--- src/rtl/uart_tx_sequencer_if.sv ---
`default_nettype none
// +-----------------------------------------------------------------------------+
// | Module   : uart_tx_sequencer_if                                             |
// | Purpose  : Producer-side bus of the UART transmit sequencer. Each requester |
// |            holds req_valid_in/req_data_in until it sees its req_ack_out bit.|
// | Revision : 1.0  initial release                                             |
// +-----------------------------------------------------------------------------+
interface uart_tx_sequencer_if #(
  parameter int NUM_REQ = 2
) ();
  logic [NUM_REQ-1:0]   req_valid_in;
  logic [8*NUM_REQ-1:0] req_data_in;
  logic [NUM_REQ-1:0]   req_ack_out;

  // Producers drive the request side and watch the acknowledge.
  modport master (
    output req_valid_in,
    output req_data_in,
    input  req_ack_out
  );

  // The sequencer samples requests and returns the acknowledge.
  modport slave (
    input  req_valid_in,
    input  req_data_in,
    output req_ack_out
  );
endinterface
`default_nettype wire

--- src/rtl/uart_tx_sequencer.sv ---
`default_nettype none
// +-----------------------------------------------------------------------------+
// | Module   : uart_tx_sequencer                                                |
// | Purpose  : Round-robin arbiter feeding a byte FIFO, drained by an FSM that  |
// |            strobes each byte into a shared UART transmitter and tracks its  |
// |            ready line through the frame.                                    |
// | Options  : UART_TX_SEQ_TIMEOUT_EN adds the accept timeout on WAIT_ACC.      |
// | Revision : 1.0  initial release                                             |
// +-----------------------------------------------------------------------------+
module uart_tx_sequencer #(
  parameter int NUM_REQ    = 2,
  parameter int FIFO_DEPTH = 8,
  parameter int WR_PULSE   = 2,
  parameter int ACC_TMO    = 64
) (
  input  logic                        clk_in,
  input  logic                        n_reset_in,
  input  logic                        enable_in,
  uart_tx_sequencer_if.slave          bus,
  input  logic                        tx_rdy_in,
  output logic                        tx_n_wr_out,
  output logic [7:0]                  tx_data_out,
  output logic [$clog2(FIFO_DEPTH):0] fifo_count_out,
  output logic                        busy_out,
  output logic                        timeout_out
);
  localparam int c_ptr_w = (FIFO_DEPTH > 1) ? $clog2(FIFO_DEPTH) : 1;
  localparam int c_cnt_w = $clog2(FIFO_DEPTH) + 1;
  localparam int c_rr_w  = (NUM_REQ > 1) ? $clog2(NUM_REQ) : 1;
  localparam int c_pw_w  = (WR_PULSE > 1) ? $clog2(WR_PULSE) : 1;

  typedef enum logic [2:0] {
    S_IDLE      = 3'd0,
    S_LOAD      = 3'd1,
    S_STROBE    = 3'd2,
    S_WAIT_ACC  = 3'd3,
    S_WAIT_DONE = 3'd4
  } state_t;

  state_t             r_state;
  logic [7:0]         r_mem [FIFO_DEPTH];
  logic [c_ptr_w-1:0] r_wr_ptr;
  logic [c_ptr_w-1:0] r_rd_ptr;
  logic [c_cnt_w-1:0] r_count;
  logic [c_rr_w-1:0]  r_rr_ptr;
  logic               r_arb_en;
  logic [c_pw_w-1:0]  r_pulse_cnt;

  logic               w_full;
  logic               w_empty;
  logic               w_can_grant;
  logic               w_push;
  logic               w_pop;
  logic               w_tmo_hit;
  logic               w_to_idle;
  logic               w_busy_next;
  logic [c_rr_w-1:0]  w_gnt_idx;
  logic [c_rr_w-1:0]  w_cand;
  logic [NUM_REQ-1:0] w_ack;
  logic [7:0]         w_push_data;
  logic [c_cnt_w-1:0] w_count_next;

  assign w_full      = (r_count == c_cnt_w'(FIFO_DEPTH));
  assign w_empty     = (r_count == '0);
  // r_arb_en keeps acks off until the first clock after reset release.
  assign w_can_grant = r_arb_en && enable_in && !w_full;
  assign w_pop       = (r_state == S_IDLE) && enable_in && !w_empty && tx_rdy_in;

  // Round-robin search: first valid requester at or after the RR pointer.
  always_comb begin
    w_push    = 1'b0;
    w_gnt_idx = '0;
    w_cand    = '0;
    w_ack     = '0;
    for (int k = 0; k < NUM_REQ; k++) begin
      w_cand = c_rr_w'((int'(r_rr_ptr) + k) % NUM_REQ);
      if (w_can_grant && !w_push && bus.req_valid_in[w_cand]) begin
        w_push    = 1'b1;
        w_gnt_idx = w_cand;
      end
    end
    if (w_push) begin
      w_ack[w_gnt_idx] = 1'b1;
    end
  end

  assign bus.req_ack_out = w_ack;
  assign w_push_data     = bus.req_data_in[{w_gnt_idx, 3'b000} +: 8];

  // Occupancy after this edge; a simultaneous push and pop cancel out.
  always_comb begin
    w_count_next = r_count;
    if (w_push && !w_pop) begin
      w_count_next = r_count + c_cnt_w'(1);
    end else if (!w_push && w_pop) begin
      w_count_next = r_count - c_cnt_w'(1);
    end
  end

`ifdef UART_TX_SEQ_TIMEOUT_EN
  localparam int c_tmo_w = $clog2(ACC_TMO + 1);
  logic [c_tmo_w-1:0] r_acc_cnt;

  assign w_tmo_hit = (r_state == S_WAIT_ACC) && tx_rdy_in &&
                     (r_acc_cnt == c_tmo_w'(ACC_TMO - 1));

  // Count cycles spent waiting for the transmitter to accept; sticky flag on expiry.
  always_ff @(posedge clk_in or negedge n_reset_in) begin
    if (!n_reset_in) begin
      r_acc_cnt   <= '0;
      timeout_out <= 1'b0;
    end else begin
      if (r_state == S_WAIT_ACC) begin
        r_acc_cnt <= r_acc_cnt + c_tmo_w'(1);
      end else begin
        r_acc_cnt <= '0;
      end
      if (w_tmo_hit) begin
        timeout_out <= 1'b1;
      end
    end
  end
`else
  logic [31:0] w_unused_tmo;
  assign w_unused_tmo = 32'(ACC_TMO);
  assign w_tmo_hit    = 1'b0;
  assign timeout_out  = 1'b0;
`endif

  assign w_to_idle   = ((r_state == S_WAIT_DONE) && tx_rdy_in) || w_tmo_hit;
  assign w_busy_next = ((r_state != S_IDLE) && !w_to_idle) || w_pop || (w_count_next != '0);

  // FIFO storage; contents need no reset because the pointers define validity.
  always_ff @(posedge clk_in) begin
    if (w_push) begin
      r_mem[r_wr_ptr] <= w_push_data;
    end
  end

  // FIFO pointers, occupancy, arbitration pointer and busy flag.
  always_ff @(posedge clk_in or negedge n_reset_in) begin
    if (!n_reset_in) begin
      r_arb_en <= 1'b0;
      r_wr_ptr <= '0;
      r_rd_ptr <= '0;
      r_count  <= '0;
      r_rr_ptr <= '0;
      busy_out <= 1'b0;
    end else begin
      r_arb_en <= 1'b1;
      if (w_push) begin
        r_wr_ptr <= r_wr_ptr + c_ptr_w'(1);
        r_rr_ptr <= (w_gnt_idx == c_rr_w'(NUM_REQ - 1)) ? '0 : w_gnt_idx + c_rr_w'(1);
      end
      if (w_pop) begin
        r_rd_ptr <= r_rd_ptr + c_ptr_w'(1);
      end
      r_count  <= w_count_next;
      busy_out <= w_busy_next;
    end
  end

  assign fifo_count_out = r_count;

  // Launch sequencer: pop, set up data, strobe, then follow tx_rdy_in through the frame.
  always_ff @(posedge clk_in or negedge n_reset_in) begin
    if (!n_reset_in) begin
      r_state     <= S_IDLE;
      tx_n_wr_out <= 1'b1;
      tx_data_out <= 8'h00;
      r_pulse_cnt <= '0;
    end else begin
      case (r_state)
        S_IDLE: begin
          if (w_pop) begin
            tx_data_out <= r_mem[r_rd_ptr];
            r_state     <= S_LOAD;
          end
        end
        S_LOAD: begin
          tx_n_wr_out <= 1'b0;
          r_pulse_cnt <= '0;
          r_state     <= S_STROBE;
        end
        S_STROBE: begin
          if (r_pulse_cnt == c_pw_w'(WR_PULSE - 1)) begin
            tx_n_wr_out <= 1'b1;
            r_state     <= S_WAIT_ACC;
          end else begin
            r_pulse_cnt <= r_pulse_cnt + c_pw_w'(1);
          end
        end
        S_WAIT_ACC: begin
          if (!tx_rdy_in) begin
            r_state <= S_WAIT_DONE;
          end else if (w_tmo_hit) begin
            r_state <= S_IDLE;
          end
        end
        S_WAIT_DONE: begin
          if (tx_rdy_in) begin
            r_state <= S_IDLE;
          end
        end
        default: begin
          r_state     <= S_IDLE;
          tx_n_wr_out <= 1'b1;
        end
      endcase
    end
  end
endmodule
`default_nettype wire

--- src/flat_wrapper.sv ---
// flat-port wrapper written by rule: the top's interface ports become plain ports
module uart_tx_sequencer_flat 
#(
  parameter int NUM_REQ    = 2,
  parameter int FIFO_DEPTH = 8,
  parameter int WR_PULSE   = 2,
  parameter int ACC_TMO    = 64
)
  (clk_in, n_reset_in, enable_in, tx_rdy_in, tx_n_wr_out, tx_data_out, fifo_count_out, busy_out, timeout_out, bus_req_valid_in, bus_req_data_in, bus_req_ack_out);
  uart_tx_sequencer_if #(.NUM_REQ(NUM_REQ)) bus_i ();
  input  logic clk_in;
  input  logic n_reset_in;
  input  logic enable_in;
  input  logic tx_rdy_in;
  output logic tx_n_wr_out;
  output logic [7:0] tx_data_out;
  output logic [$clog2(FIFO_DEPTH):0] fifo_count_out;
  output logic busy_out;
  output logic timeout_out;
  input wire logic [$bits(bus_i.req_valid_in)-1:0] bus_req_valid_in;
  input wire logic [$bits(bus_i.req_data_in)-1:0] bus_req_data_in;
  output wire logic [$bits(bus_i.req_ack_out)-1:0] bus_req_ack_out;
  assign bus_i.req_valid_in = bus_req_valid_in;
  assign bus_i.req_data_in = bus_req_data_in;
  assign bus_req_ack_out = bus_i.req_ack_out;
  uart_tx_sequencer #(.NUM_REQ(NUM_REQ), .FIFO_DEPTH(FIFO_DEPTH), .WR_PULSE(WR_PULSE), .ACC_TMO(ACC_TMO)) u_core (.clk_in(clk_in), .n_reset_in(n_reset_in), .enable_in(enable_in), .bus(bus_i), .tx_rdy_in(tx_rdy_in), .tx_n_wr_out(tx_n_wr_out), .tx_data_out(tx_data_out), .fifo_count_out(fifo_count_out), .busy_out(busy_out), .timeout_out(timeout_out));
endmodule
--- config.mk ---
export PLATFORM = sky130hd
export DESIGN_NAME = uart_tx_sequencer_flat
export DESIGN_NICKNAME = d
export VERILOG_FILES = /design/src/rtl/uart_tx_sequencer_if.sv /design/src/rtl/uart_tx_sequencer.sv /design/src/flat_wrapper.sv
export SDC_FILE = /design/constraint.sdc
export NUM_CORES = 1
export LEC_CHECK = 0
export ABC_AREA = 0
export CAP_MARGIN = 20
export CELL_PAD_IN_SITES_DETAIL_PLACEMENT = 0
export CELL_PAD_IN_SITES_GLOBAL_PLACEMENT = 2
export CORE_MARGIN = 2
export CORE_UTILIZATION = 41
export DETAILED_ROUTE_END_ITERATION = 8
export PLACE_DENSITY = 0.9
export SLEW_MARGIN = 25
export SYNTH_ARGS = -nofsm -noshare
export SYNTH_HDL_FRONTEND = slang
export SYNTH_SLANG_ARGS = --single-unit
--- constraint.sdc ---
create_clock -name clk_in -period 3.2 [get_ports clk_in]
set_clock_uncertainty 0.05 [all_clocks]
set_input_delay 0.96 -clock clk_in [delete_from_list [all_inputs] [get_ports clk_in]]
set_output_delay 0.96 -clock clk_in [all_outputs]
set_load 0.05 [all_outputs]
Word level (Yosys, flattened, before mapping)
Memories as Yosys holds them, arrays and structs flattened. A register that Yosys moved wholly into a read port is not among the register bits.
Index checks and enable logic that the tools add are counted.
- bitwise gates (word level): 1
- reductions and logical operators: 31
- shift operators: 1
- order comparisons: 4
- mux-type cells: 25
- add/subtract/negate cells: 7
- eq/ne operators: 9
- operator list (operator ; number):
    $shiftx A16 B5 Y8 ; 1
    $pmux W3 S5 ; 1
    $mux W1 ; 14
    $logic_and A1 B1 Y1 ; 13
    $mux W3 ; 4
    $mux W4 ; 2
    $logic_not A1 Y1 ; 7
    $add A3 B1 Y3 const B ; 2
    $eq A3 B2 Y1 const B ; 2
    $lt A1 B2 Y1 const B ; 3
    $add A4 B1 Y4 const B ; 1
    $eq A4 B4 Y1 const B ; 1
    $logic_not A4 Y1 ; 1
    $ne A2 B1 Y1 const B ; 2
    $ne A2 B2 Y1 const B ; 2
    $reduce_and A2 Y1 ; 2
    $reduce_and A4 Y1 ; 1
    $reduce_bool A4 Y1 ; 1
    $sub A4 B1 Y4 const B ; 1
    $add A1 B1 Y1 const B ; 3
    $eq A3 B1 Y1 const B ; 1
    $eq A3 B3 Y1 const B ; 1
    $logic_not A3 Y1 ; 1
    $pmux W1 S3 ; 1
    9 further kinds ; 10
- memories kept: 1
- input port bits: 22
- bits in registers: 18
- memory bits (writable): 64
- memory list (memory ; depth ; bits a word ; read ports ; clocked after memory_dff ; write ports ; RTL line ; text):
    u_core.r_mem ; 8 ; 8 ; 1 ; 1 ; 1 ; uart_tx_sequencer.sv:41 ; logic [7:0] r_mem [FIFO_DEPTH];

Depth between registers and ports, before layout
- depth in word-level cells: 15
- depth in mapped cells: 8
- mapped depth without buffers: 7

Least setup slack after synthesis
OpenSTA, ideal clock, no wires.
- path type: flip-flop to output port
- start: reg u_core.r_count[1], in the netlist u_core.fifo_count_out[1]
- end: out bus_req_ack_out[0]
- arrival: 2.535 ns
- data required time: 2.190 ns
- path slack: -0.345 ns
- stages on the path, launching flop included: 8
- cell sequence: dfrtp_1 -> inv_1 -> ha_1 -> and3b_1 -> nor2_1 -> nand3_1 -> inv_1 -> nor2_1
- longest elaborated chain between the ends: 14
- elaborated cells between the ends (all ways): 17
- those cells by class: 2 x order compare; 1 x eq/ne; 7 x mux; 7 x reduce/logical
- RTL lines (what ; RTL line ; text):
    from (decl) ; uart_tx_sequencer.sv:44 ; logic [c_cnt_w-1:0] r_count;
    from (signal assigned) ; uart_tx_sequencer.sv:158 ; r_count <= w_count_next;
    $eq A4 B4 Y1 * ; uart_tx_sequencer.sv:63 ; assign w_full = (r_count == c_cnt_w'(FIFO_DEPTH));
    $logic_not A1 Y1 * ; uart_tx_sequencer.sv:66 ; assign w_can_grant = r_arb_en && enable_in && !w_full;
    $logic_and A1 B1 Y1 * ; uart_tx_sequencer.sv:66 ;
    $logic_and A1 B1 Y1 ; uart_tx_sequencer.sv:77 ; if (w_can_grant && !w_push && bus.req_valid_in[w_cand]) begin
    $mux W1 ; uart_tx_sequencer.sv:77 ;
    $logic_not A1 Y1 ; uart_tx_sequencer.sv:77 ;
    $logic_and A1 B1 Y1 (2 in series) ; uart_tx_sequencer.sv:77 ;
    $mux W1 ; uart_tx_sequencer.sv:77 ;
    $lt A1 B2 Y1 (implied by the code) / $ge A1 B1 Y1 (equally long branches) ; uart_tx_sequencer.sv:83 ; w_ack[w_gnt_idx] = 1'b1;
    $logic_and A1 B1 Y1 (implied by the code) ; uart_tx_sequencer.sv:83 ;
    $mux W1 (implied by the code) ; uart_tx_sequencer.sv:83 ;
    $demux W1 S1 ; - ;
    $mux W2 * ; uart_tx_sequencer.sv:82 ; if (w_push) begin
    to (decl) ; flat_wrapper.sv:22 ; output wire logic [$bits(bus_i.req_ack_out)-1:0] bus_req_ack_out;
Every way passes the cells marked *; elsewhere a longest branch is shown, timed or not.

Worst setup path after layout
- start: in enable_in
- end: out bus_req_ack_out[0]
- longest elaborated chain between the ends: 13
- elaborated cells between the ends (all ways): 16
- those cells by class: 2 x order compare; 7 x mux; 7 x reduce/logical
- RTL lines (what ; RTL line ; text):
    from (decl) ; flat_wrapper.sv:13 ; input logic enable_in;
    $logic_and A1 B1 Y1 * (2 in series) ; uart_tx_sequencer.sv:66 ;
    $logic_and A1 B1 Y1 ; uart_tx_sequencer.sv:77 ;
    $mux W1 ; uart_tx_sequencer.sv:77 ;
    $logic_not A1 Y1 ; uart_tx_sequencer.sv:77 ;
    $logic_and A1 B1 Y1 (2 in series) ; uart_tx_sequencer.sv:77 ;
    $mux W1 ; uart_tx_sequencer.sv:77 ;
    $lt A1 B2 Y1 (implied by the code) / $ge A1 B1 Y1 (equally long branches) ; uart_tx_sequencer.sv:83 ;
    $logic_and A1 B1 Y1 (implied by the code) ; uart_tx_sequencer.sv:83 ;
    $mux W1 (implied by the code) ; uart_tx_sequencer.sv:83 ;
    $demux W1 S1 ; - ;
    $mux W2 * ; uart_tx_sequencer.sv:82 ;
Marked as above.

==> summary.md <==
| Metric | Value |
|---|---|
| Result of the run | finished, final reports clean |
| Hold path startpoint | u_core.r_rr_ptr |
| Share of the synthesized area in the top cell type | 50.6% |
| Floorplan die area | 10,000 um2 |
| Most used routing layer in global routing | met2 |
| Type of the worst setup path | in2out |
| CTS tree | built |
| Critical register-to-register path startpoint | u_core.fifo_count_out[1] |
| Total non-filler cell area in the finished layout | 4590 um2 |
| Synthesis-to-layout area growth | 20.9% |
| Layout cell share with drive strength beyond 1 | 22.5% |
| Overall track demand over capacity in global routing | 14.3% |
| Synth area leader | edfxtp_1 |
| X dimension of the die | 100 um |
| Std cell rows | 35 |
| Setup repair after global routing missed its margin | false |
| Number of endpoints failing setup at the final stage | 0 |
| Root Driver | clkbuf_8 |
| Transition time at the pin with the least slew margin | 804 ps |
| Commonest cells after routing, fill and taps aside | edfxtp_1 (64), clkdlybuf4s50_1 (35), dfrtp_1 (25), nor2_1 (16), mux4_2 (16) |
| Synthesized netlist cell count | 234 |
| Antenna violations before repair | 0 |
| Number of antenna diodes | 0 |
| Number of buffers created by CTS | 9 |
| Net switching power | 1.37 mW |
| Vias | 2,058 |
| Commonest non-fill, non-tap cell in the layout | edfxtp_1 |
| Post-CTS Hold Buffers | 0 |
| Insertion delay of the later-clocked pin in the worst-skew pair | 340 ps |
| Total of warnings raised by yosys | 0 |
| # DRC | 0 |
| Area taken by multi-input logic gates | 1160 um2 |
| Clock-pin slew of the registers on the worst-case setup and hold paths | 80 ps |
| Number of enable flip-flop cells after synthesis | 64 |
| Part of the power in combinational logic | 34.9% |
| Top-Level Pins | 39 |
| Core Area | 9110 um2 |
| Placed standard-cell area | 4380 um2 |
| Power density of the placed cells | 829 nW/um2 |
| Largest cells by area after synthesis | edfxtp_1 (51%), dfrtp_1 (16%), mux4_2 (9.5%) |
| Total nets after synthesis | 260 |
| Timing startpoint of the critical path | enable_in |
| Clock Power Share | 20.4% |
| Starting density of the core | 41.7% |
| Total power consumption of the routed design | 3.81 mW |
| Total routed wirelength | 6.42 mm |
| Number of distinct library cells after synthesis | 41 |
| Share of synthesized area occupied by flip-flops and latches | 67.8% |
| TritonRoute pass-1 iters | 6 |
| Share of power burned in registers | 44.6% |
| Number of clock sinks | 90 |
| Max-capacitance violation count | 0 |
| Net switching fraction of the power | 36.0% |
| Proportion of synthesized flip-flops having asynchronous set or reset | 28.9% |
| Filler Cells Inserted | 770 |
| Number of failing hold endpoints at the final stage | 0 |
| Deepest level of the CTS H-tree | 3 |
| Internal portion of total power | 2.44 mW |
| Largest fanout on the critical path | 3 |
| Kind of start point of the critical path | input pin |
| Setup TNS | 0 ps |
| Final Slew Violations | 0 |
| Die Y | 100 um |
| Area of the mapped netlist | 3790 um2 |
| Number of nets in the finished design | 310 |
| Most used flip-flop cell after synthesis | edfxtp_1 |
| Met3 capacity usage during global routing | 3.06% |
| Clock period minus final worst setup slack | 3080 ps |
| Port Buffer Count | 37 |
| Number of nets still failing antenna checks after routing | 0 |
| Max-slew headroom | 46.4% |
| P_leak | 1.60 nW |
| WL per Instance | 16.1 um |
| Global-route met2 utilization | 22.4% |
| Post-cts gate resize count | 0 |
| HP Class | reg2reg |
| Register bit count reported by yosys | 90 |
| Final RePlAce weighted congestion | 0.731 |
| Met1 Use GR | 19.8% |
| Max clock buf depth | 2 |
| Flip-flop and latch area | 2570 um2 |
| Worst Setup End Kind | output port |
| Arrival time at the worst endpoint | 2070 ps |
| Fmax | 325 MHz |
| Share of the cycle needed by the critical path after routing | 96.2% |
| Via count of the first global-routing pass | 2,174 |
| Average cell area after synthesis | 16.2 um2 |
| WP data required | 2190 ps |
| First DRT Iteration DRCs | 141 |
| Largest vdd supply drop | 0.287 mV |
| Final global-route overflow total | 0 |
| Via-per-instance ratio | 5.15 |
| Fin util | 50.4% |
| DP HPWL | 4.37 mm |
| Post CTS Setup Buffer Count | 0 |
| First-pass GRT wire length | 10.9 mm |
| Largest net degree at the start of global routing | 27 |
area by class of cell:
class / count / area share [%]
Clock buffer: 10 / 2.78
Clock inverter: 6 / 1.61
Inverter: 3 / 0.327
Multi-Input combinational cell: 129 / 25.4
Sequential cell: 90 / 56.1
Tap cell: 111 / 3.03
Timing Repair Buffer: 51 / 10.8
path summary, 6_finish.rpt:
path,to,slack [ps],depth (start not counted)
setup reg to reg,u_core.busy_out,830,7
max in group asynchronous,u_core.tx_n_wr_out,1880,2
hold reg to reg,u_core.r_rr_ptr,450,2
min in group asynchronous,u_core.fifo_count_out[2],930,2
hold / removal,u_core.r_rr_ptr,450,2
setup / recovery,bus_req_ack_out[0],120,7
logic make-up (layout without fill, tap and decap cells):
family,count (synthesis),in the layout,share of synthesized area [%]
adders and majority gates,5,5,1.58
buffers and inverters,15,70,1.91
and+or+nand+nor,55,55,8.18
AOI/OAI and AO/OA,23,23,3.40
xor gates and xnor gates,8,8,1.85
muxes,36,36,15.1
other,2,2,0.198
DFF,90,90,67.8
state kept, by name, indices dropped and copies added (netlist names):
signal and flops:
u_core.r_arb_en 1, u_core.r_wr_ptr 3, u_core.r_rd_ptr 3, u_core.r_pulse_cnt 1, u_core.tx_n_wr_out 1, u_core.r_mem 64, u_core.fifo_count_out 4, u_core.busy_out 1
u_core.r_rr_ptr 1, u_core.tx_data_out 8, u_core.r_state 3
through the flow:
step | std cells | setup slack [ps] | hold WS (ps)
2_1_floorplan | 234 | 61.9 | 407
3_3_place_gp | 384 | 60.3 | 447
3_5_place_dp | 384 | 26.2 | 435
4_1_cts | 400 | 21.2 | 454
5_1_grt | 400 | 14.6 | 515
6_report | 400 | 121 | 450
critical path, cell delays in order:
cell             delay (ps)
clkdlybuf4s50_1         470
nand2_1                  70
nor2_2                  120
nand3_2                 120
clkinvlp_4              140
nor2_4                   40
buf_12                  150
power by group through the flow:
| stage | logic [mW] | clock network (mW) | registers [mW] |
|---|---|---|---|
| 2_1_floorplan | 0.789 | 0 | 1.89 |
| 3_3_place_gp | 1.33 | 0 | 1.72 |
| 6_report | 1.33 | 0.777 | 1.70 |
| 3_5_place_dp | 1.34 | 0 | 1.73 |
| 5_1_grt | 1.46 | 0.841 | 1.74 |
| 4_1_cts | 1.35 | 0.797 | 1.70 |
Yosys cell counts (2+ instances only):
cell and count:
dfrtp_1 25, xnor2_1 5, and3b_1 2, a21oi_1 12, clkbuf_1 2, conb_1 2, xor2_1 3, ha_1 4
mux2_2 9, nand2b_1 2, buf_2 4, nor3b_1 3, mux2i_1 11, inv_1 3, edfxtp_1 64, nor3_1 4
buf_1 4, nand3_1 3, o21ai_0 7, nor4b_1 2, mux4_2 16, nor2_1 18, nand2_1 11
routing by layer:
metal  wire, um  part of all wire (%)
met5          0                     0
met1       2900                    45
met3        383                   6.0
met2       3060                    48
met4         72                   1.1
(Power assumes the default switching activity.)
